**src/rtl/dcache_pkg.sv**
```systemverilog
// Shared types and address-field constants for the direct-mapped data-cache controller.
package dcache_pkg;
  localparam int TAG_W      = 20;
  localparam int IDX_W      = 7;
  localparam int OFF_W      = 5;
  localparam int LINE_WORDS = 8;
  localparam int WORD_W     = $clog2(LINE_WORDS);
  localparam int PERF_W     = 32;

  // Address slice positions: tag[31:TAG_LSB], idx[TAG_LSB-1:IDX_LSB], word[IDX_LSB-1:WORD_LSB]
  localparam int WORD_LSB = 2;
  localparam int IDX_LSB  = OFF_W;
  localparam int TAG_LSB  = OFF_W + IDX_W;

  typedef enum logic [2:0] {
    S_IDLE, S_LOOKUP, S_WB_REQ, S_WB_DATA, S_RF_REQ, S_RF_DATA, S_RESP
  } state_t;

  typedef struct packed {
    logic        wr;
    logic [31:0] addr;
    logic [3:0]  wstrb;
    logic [31:0] wdata;
  } req_t;

  function automatic logic [31:0] merge_bytes(input logic [31:0] base,
                                              input logic [31:0] wdata,
                                              input logic [3:0]  strb);
    logic [31:0] r;
    r = base;
    for (int b = 0; b < 4; b++)
      if (strb[b]) r[8*b +: 8] = wdata[8*b +: 8];
    return r;
  endfunction
endpackage

```
**src/rtl/dcache_perf_cnt.sv**
```systemverilog
// Hit/miss event counters; only instantiated when DCACHE_PERF_CNT_EN is defined.
module dcache_perf_cnt (
  input  logic                         clk,
  input  logic                         rst,
  input  logic                         hit_evt,
  input  logic                         miss_evt,
  output logic [dcache_pkg::PERF_W-1:0] perf_hit,
  output logic [dcache_pkg::PERF_W-1:0] perf_miss
);
  import dcache_pkg::*;

  always_ff @(posedge clk) begin
    if (rst) begin
      perf_hit  <= '0;
      perf_miss <= '0;
    end else begin
      if (hit_evt)  perf_hit  <= perf_hit + 1'b1;
      if (miss_evt) perf_miss <= perf_miss + 1'b1;
    end
  end
endmodule

```
**src/rtl/dcache_ctrl.sv**
```systemverilog
// Direct-mapped data-cache controller: hit service, dirty write-back, line refill.
// Optional hit/miss counters are built when DCACHE_PERF_CNT_EN is defined.
module dcache_ctrl #(
  parameter int TAG_W      = dcache_pkg::TAG_W,
  parameter int IDX_W      = dcache_pkg::IDX_W,
  parameter int LINE_WORDS = dcache_pkg::LINE_WORDS
) (
  input  logic                  clk,
  input  logic                  rst,
  input  logic                  req_valid,
  output logic                  req_ready,
  input  logic                  req_wr,
  input  logic [31:0]           req_addr,
  input  logic [3:0]            req_wstrb,
  input  logic [31:0]           req_wdata,
  output logic                  resp_valid,
  output logic [31:0]           resp_rdata,
  output logic [IDX_W-1:0]      qidx,
  output logic [TAG_W-1:0]      tag_query,
  input  logic                  hit,
  input  logic [TAG_W-1:0]      tag_out,
  input  logic                  valid_out,
  input  logic                  dirty_out,
  output logic                  tag_wen,
  output logic                  valid_wen,
  output logic                  dirty_wen,
  output logic [IDX_W-1:0]      widx,
  output logic [TAG_W-1:0]      tag_write,
  output logic                  valid_in,
  output logic                  dirty_in,
  output logic [IDX_W+$clog2(LINE_WORDS)-1:0] data_addr,
  output logic [3:0]            data_wen,
  output logic [31:0]           data_wdata,
  input  logic [31:0]           data_rdata,
  output logic                  mem_rd_req,
  input  logic                  mem_rd_ready,
  output logic [31:0]           mem_rd_addr,
  input  logic                  mem_rd_valid,
  input  logic [31:0]           mem_rd_data,
  input  logic                  mem_rd_last,
  output logic                  mem_wr_req,
  input  logic                  mem_wr_ready,
  output logic [31:0]           mem_wr_addr,
  output logic                  mem_wr_valid,
  output logic [31:0]           mem_wr_data,
  output logic                  mem_wr_last
`ifdef DCACHE_PERF_CNT_EN
  ,
  output logic [31:0]           perf_hit,
  output logic [31:0]           perf_miss
`endif
);
  import dcache_pkg::*;

  localparam int WB   = $clog2(LINE_WORDS);
  localparam int TPOS = OFF_W + IDX_W;
  localparam logic [WB-1:0] LAST_BEAT = WB'(LINE_WORDS - 1);

  state_t         state, state_nx;
  req_t           req_q;
  logic [TAG_W-1:0] victim_q;
  logic [WB-1:0]  beat_q;
  logic [WB-1:0]  beat_inc;
  logic [31:0]    rdata_q;

  logic [TAG_W-1:0] tag_q;
  logic [IDX_W-1:0] idx_q;
  logic [WB-1:0]    word_q;
  logic             wr_last;
  logic             rf_last;

  assign tag_q    = req_q.addr[TPOS +: TAG_W];
  assign idx_q    = req_q.addr[IDX_LSB +: IDX_W];
  assign word_q   = req_q.addr[WORD_LSB +: WB];
  assign beat_inc = beat_q + 1'b1;
  assign wr_last  = (beat_q == LAST_BEAT);
  assign rf_last  = mem_rd_last || (beat_q == LAST_BEAT);

  // Byte-offset bits never address anything inside the word array.
  logic unused_addr_bits;
  assign unused_addr_bits = ^{req_q.addr[1:0], req_addr[1:0]};

  always_ff @(posedge clk) begin
    if (rst) begin
      state    <= S_IDLE;
      req_q    <= '0;
      victim_q <= '0;
      beat_q   <= '0;
      rdata_q  <= '0;
    end else begin
      state <= state_nx;
      case (state)
        S_IDLE:
          if (req_valid) begin
            req_q.wr    <= req_wr;
            req_q.addr  <= req_addr;
            req_q.wstrb <= req_wstrb;
            req_q.wdata <= req_wdata;
          end
        S_LOOKUP:
          if (!hit && valid_out && dirty_out) victim_q <= tag_out;
        S_WB_DATA:
          if (mem_wr_ready) beat_q <= wr_last ? '0 : beat_inc;
        S_RF_DATA:
          if (mem_rd_valid) begin
            beat_q <= rf_last ? '0 : beat_inc;
            if (!req_q.wr && beat_q == word_q) rdata_q <= mem_rd_data;
          end
        default: ;
      endcase
    end
  end

  always_comb begin
    state_nx     = state;
    req_ready    = 1'b0;
    resp_valid   = 1'b0;
    resp_rdata   = '0;
    qidx         = idx_q;
    tag_query    = tag_q;
    tag_wen      = 1'b0;
    valid_wen    = 1'b0;
    dirty_wen    = 1'b0;
    widx         = '0;
    tag_write    = '0;
    valid_in     = 1'b0;
    dirty_in     = 1'b0;
    data_addr    = {idx_q, word_q};
    data_wen     = '0;
    data_wdata   = '0;
    mem_rd_req   = 1'b0;
    mem_rd_addr  = '0;
    mem_wr_req   = 1'b0;
    mem_wr_addr  = '0;
    mem_wr_valid = 1'b0;
    mem_wr_data  = '0;
    mem_wr_last  = 1'b0;
    case (state)
      S_IDLE: begin
        // Query and data read issue straight from the request so a hit answers next cycle.
        req_ready = 1'b1;
        qidx      = req_addr[IDX_LSB +: IDX_W];
        tag_query = req_addr[TPOS +: TAG_W];
        data_addr = {req_addr[IDX_LSB +: IDX_W], req_addr[WORD_LSB +: WB]};
        if (req_valid) state_nx = S_LOOKUP;
      end
      S_LOOKUP: begin
        if (hit) begin
          resp_valid = 1'b1;
          state_nx   = S_IDLE;
          if (req_q.wr) begin
            data_wen   = req_q.wstrb;
            data_wdata = req_q.wdata;
            dirty_wen  = 1'b1;
            dirty_in   = 1'b1;
            widx       = idx_q;
          end else begin
            resp_rdata = data_rdata;
          end
        end else if (valid_out && dirty_out) begin
          state_nx = S_WB_REQ;
        end else begin
          state_nx = S_RF_REQ;
        end
      end
      S_WB_REQ: begin
        mem_wr_req  = 1'b1;
        mem_wr_addr = {victim_q, idx_q, {OFF_W{1'b0}}};
        data_addr   = {idx_q, {WB{1'b0}}};
        if (mem_wr_ready) state_nx = S_WB_DATA;
      end
      S_WB_DATA: begin
        // Read one word ahead only when the current beat is taken; a stall re-reads the same word.
        mem_wr_valid = 1'b1;
        mem_wr_addr  = {victim_q, idx_q, {OFF_W{1'b0}}};
        mem_wr_data  = data_rdata;
        mem_wr_last  = wr_last;
        data_addr    = {idx_q, mem_wr_ready ? beat_inc : beat_q};
        if (mem_wr_ready && wr_last) state_nx = S_RF_REQ;
      end
      S_RF_REQ: begin
        mem_rd_req  = 1'b1;
        mem_rd_addr = {tag_q, idx_q, {OFF_W{1'b0}}};
        if (mem_rd_ready) state_nx = S_RF_DATA;
      end
      S_RF_DATA: begin
        data_addr = {idx_q, beat_q};
        if (mem_rd_valid) begin
          data_wen   = 4'hF;
          data_wdata = (req_q.wr && beat_q == word_q)
                     ? merge_bytes(mem_rd_data, req_q.wdata, req_q.wstrb)
                     : mem_rd_data;
          if (rf_last) begin
            tag_wen   = 1'b1;
            valid_wen = 1'b1;
            dirty_wen = 1'b1;
            widx      = idx_q;
            tag_write = tag_q;
            valid_in  = 1'b1;
            dirty_in  = req_q.wr;
            state_nx  = S_RESP;
          end
        end
      end
      S_RESP: begin
        resp_valid = 1'b1;
        resp_rdata = req_q.wr ? '0 : rdata_q;
        state_nx   = S_IDLE;
      end
      default: state_nx = S_IDLE;
    endcase
  end

`ifdef DCACHE_PERF_CNT_EN
  dcache_perf_cnt u_perf (
    .clk      (clk),
    .rst      (rst),
    .hit_evt  (state == S_LOOKUP && hit),
    .miss_evt (state == S_LOOKUP && !hit),
    .perf_hit (perf_hit),
    .perf_miss(perf_miss)
  );
`endif
endmodule

```
**config.mk**
```make
export PLATFORM = sky130hd
export DESIGN_NAME = dcache_ctrl
export DESIGN_NICKNAME = d
export VERILOG_FILES = /design/src/rtl/dcache_pkg.sv /design/src/rtl/dcache_perf_cnt.sv /design/src/rtl/dcache_ctrl.sv
export SDC_FILE = /design/constraint.sdc
export NUM_CORES = 1
export LEC_CHECK = 0
export CAP_MARGIN = 10
export CORE_AREA = 2 2 155 157
export CTS_BUF_LIST = sky130_fd_sc_hd__clkbuf_4
export DETAILED_ROUTE_END_ITERATION = 16
export DIE_AREA = 0 0 157 159
export PLACE_DENSITY_LB_ADDON = 0.3
export SLEW_MARGIN = 15
export SYNTH_ARGS = -nofsm -noshare
export SYNTH_HDL_FRONTEND = slang
export SYNTH_HIERARCHICAL = 1
export SYNTH_SLANG_ARGS = --single-unit
```
**constraint.sdc**
```tcl
create_clock -name clk -period 1.9 [get_ports clk]
set_input_delay 0.19 -clock clk [delete_from_list [all_inputs] [get_ports clk]]
set_output_delay 0.19 -clock clk [all_outputs]
set_load 0.03 [all_outputs]
```
==> results of run 1 <==
==> cells in the final DEF, fill, tap and decap left out, types with 18 or more instances in the layout <==
cell type and n:
clkbuf_4 18, nor2_4 41, a22oi_2 27, nand3_1 43
and3_1 31, dfxtp_1 115, mux2_4 33, buf_12 57
clkdlybuf4s50_1 159, o211ai_1 32, and3_4 29, and2_4 34
nand2_1 245, a21oi_1 123, buf_4 121, o21ai_1 31
clkbuf_16 21, nand3_2 24, buf_6 163
==> routing by layer <==
metal  vias up  global-route usage (%)  share of wire (%)
li1       4504                       -                  -
met1      4773                    29.3                 36
met2       586                    45.9                 50
met3       124                    7.08                8.8
met4         0                    7.84                5.1
met5         -                       0                  0
==> logic make-up after synthesis <==
| family | count (synthesis) | share of synthesized area (%) |
|---|---|---|
| simple gates | 519 | 33.4 |
| compound gates | 241 | 19.0 |
| flops | 125 | 33.5 |
| buf+inv | 113 | 7.43 |
| mux | 37 | 5.57 |
| xor+xnor | 4 | 0.470 |
| fa+ha+maj | 3 | 0.503 |
| other cells | 1 | 0.0503 |
==> per-stage QoR <==
| stage | hold WS [ns] | total power, W | cells | instance area [um^2] | util [%] |
|---|---|---|---|---|---|
| after global routing | 0.0663 | 0.0122 | 1834 | 15200 | 65.7 |
| final | 0.0893 | 0.0118 | 1835 | 15200 | 65.7 |
| after CTS | 0.0401 | 0.0102 | 1773 | 12900 | 55.5 |
| after detailed placement | 0.442 | 0.00738 | 1717 | 11900 | 51.2 |
| after global placement | 0.439 | 0.00736 | 1717 | 11900 | 51.2 |
| after floorplan | 0.326 | 0.00556 | 1052 | 7590 | - |
==> cell type report <==
| class | instances | area (um^2) | share of cell area [%] |
|---|---|---|---|
| Tap cell | 319 | 399 | 2.62 |
| Clock inverter | 14 | 183 | 1.20 |
| Sequential cell | 125 | 2530 | 16.6 |
| Clock buffer | 18 | 135 | 0.887 |
| Timing Repair Buffer | 538 | 6300 | 41.3 |
| Antenna cell | 2 | 5.00 | 0.0328 |
| Inverter | 5 | 21.3 | 0.140 |
| Multi-Input combinational cell | 814 | 5670 | 37.2 |
==> state kept, by name, indices dropped and copies added (netlist names) <==
register and cells:
beat_q 3, victim_q 20, state 3, req_q 60, rdata_q 32, idx_q 7
==> what timing repair did <==
action	CTS	global route
cloned	6	28
pin swaps	13	107
endpoints found under the setup margin	232	266
buffers inserted	18	34
gates resized for setup	227	465
==> where the power goes <==
| group | internal [W] | switching (W) | total [W] |
|---|---|---|---|
| Combinational | 0.00308 | 0.00338 | 0.00646 |
| Sequential | 0.00285 | 0.000269 | 0.00312 |
| Clock | 0.000959 | 0.00122 | 0.00218 |
| Total | 0.00690 | 0.00487 | 0.0118 |
==> path summary, 6_finish.rpt <==
kind	startpoint	endpoint	slack (ns)	cells after the start
hold reg to reg	victim_q[5]$_SDFFE_PP0P_	victim_q[5]$_SDFFE_PP0P_	0.47	2
setup / recovery	state[1]$_SDFFE_PP0P_	data_wdata[12]	-0.58	8
setup reg to reg	state[1]$_SDFFE_PP0P_	state[1]$_SDFFE_PP0P_	-0.12	11
hold / removal	rst	req_q[3]$_SDFFE_PP0P_	0.09	2
==> results_dict.tcl, run 1 <==
set metrics [dict create \
    antenna_found_initial 2 \
    cts_inserted_buffers 17 \
    finalSetupTns_ns -91.69 \
    synthDistinctLibCells 52 \
    drtAntennaViolNets 0 \
    run_status "finished with violations" \
    gp_routability_congestion 0.872 \
    synth_commonest_cells "257 x nand2_1, 126 x a21oi_1, 125 x dfxtp_1" \
    mappedNetlistArea_um2 7460 \
    fin_skew_ns 0.0270 \
    route.detailed.vias_per_inst 5.44 \
    drcViolationCount 0 \
    avgRoutedWirePerCell_um 21.7 \
    min_cycle_time_layout_ns 2.48 \
    synth_top_cells_by_area "dfxtp_1 34%, nand2_1 13%, a21oi_1 8.5%" \
    dpl_worst_slack_ns -0.248 \
    mean_syn_cell_area_um2 7.15 \
    grt_util_all_layers_pct 25.6 \
    yosysSeqAreaShare_pct 33.5 \
    crit_arrival_ns 2.29 \
    die_h_um 159 \
    clock_insertion_delay_worst_skew_ns 0.58 \
    worstPathCellList "buf_8 > and3b_1 > and2_4 > buf_8 > clkbuf_16 > nand3_2 > o211ai_1 > buf_4" \
    yosys_register_bits 125 \
    critical_path.top_delay_family "buffers and inverters" \
    finalSetupViolations 233 \
    timing.final.ws_setup_ns -0.581 \
    worst_path_max_delay_cell "dfxtp_4" \
    numPortBuffers 389 \
    timing_worst_setup_path_type "flop to output port" \
    final-max-slew-violation-count 0 \
    via_count_of_the_first_global_routing_pass 9090 \
    synth_flop_cell "dfxtp_1" \
    timing.critical_path.mode_cell "buf_8" \
    final.period_utilization_pct 131 \
    critPathLaunchType "flop" \
    timing.critical_path.slowest_cell_delay_ns 0.39 \
    ir_worst_vdd_uv 871 \
    placeableCoreArea_um2 23200 \
    grt_first_pass_wirelength_um 49900 \
    placed_wire_length_estimate_after_detailed_placement_um 22800 \
    pre_antenna_drt_iters 5 \
    largest_net_degree_at_the_start_of_global_routing 43 \
    cts.path.max_buffers 2 \
    htree_levels 4 \
    crit_path_max_fanout 6 \
    netlist_instances 1043 \
    flow.area_growth_from_synthesis_pct 104 \
    die_w_um 157 \
    violations "negative setup slack" \
    cts.sink_count 125 \
    hold_buffers 0 \
    worst-path-buf-inv 4 \
    synth_edf_count 0 \
    worstPathRequired_ns 1.71 \
    clock_pin_slew_worst_setup_and_hold_paths_ns 0.13 \
    netlist.area_leader.share_pct 33.5 \
    share_of_post_route_cells_with_drive_strength_above_1_pct 44.3 \
    max_cap_viol_count 0 \
    nFillCells 1801 \
    ys_warn_count 6 \
    route.vias.total 9987 \
    clock.fmax_mhz 403 \
    synth_most_common_cell "nand2_1" \
    tightestPinTransition_ns 0.522 \
    floorplan.die_area_um2 25000 \
    io_pins 402 \
    yosysTopAreaCell "dfxtp_1" \
    p_leak_nw 6.08 \
    cellPowerDensity_nw_per_um2 772 \
    grt_overflow 0 \
    final_hold_viol_count 0 \
    unrepaired_setup_endpoints_after_global_routing "true" \
    clock-root-buffer "clkbuf_4" \
    postSynth.asyncResetShare_pct 0 \
    hold_path_class "input pin to flop" \
    layout.nets 1667 \
    endpoint_kind "output port" \
    start_util_pct 32.2 \
    placementRows 56 \
    drtIter0Drc 603 \
    slew-limit-headroom_pct 65.2 \
    route.final.wire_length_um 39900 \
    cts_tree "built" \
]
No activity file was read; power rests on OpenSTA's default activity.
==> inputs of run 2 (changes only) <==
--- a/config.mk
+++ b/config.mk
@@ -14,5 +14,4 @@
 export SLEW_MARGIN = 15
 export SYNTH_ARGS = -nofsm -noshare
 export SYNTH_HDL_FRONTEND = slang
-export SYNTH_HIERARCHICAL = 1
 export SYNTH_SLANG_ARGS = --single-unit
==> results of run 2 <==
The final DEF is identical to that of run 1; final timing and power are the same.
Among the figures that moved: Yosys warning count 6 -> 0
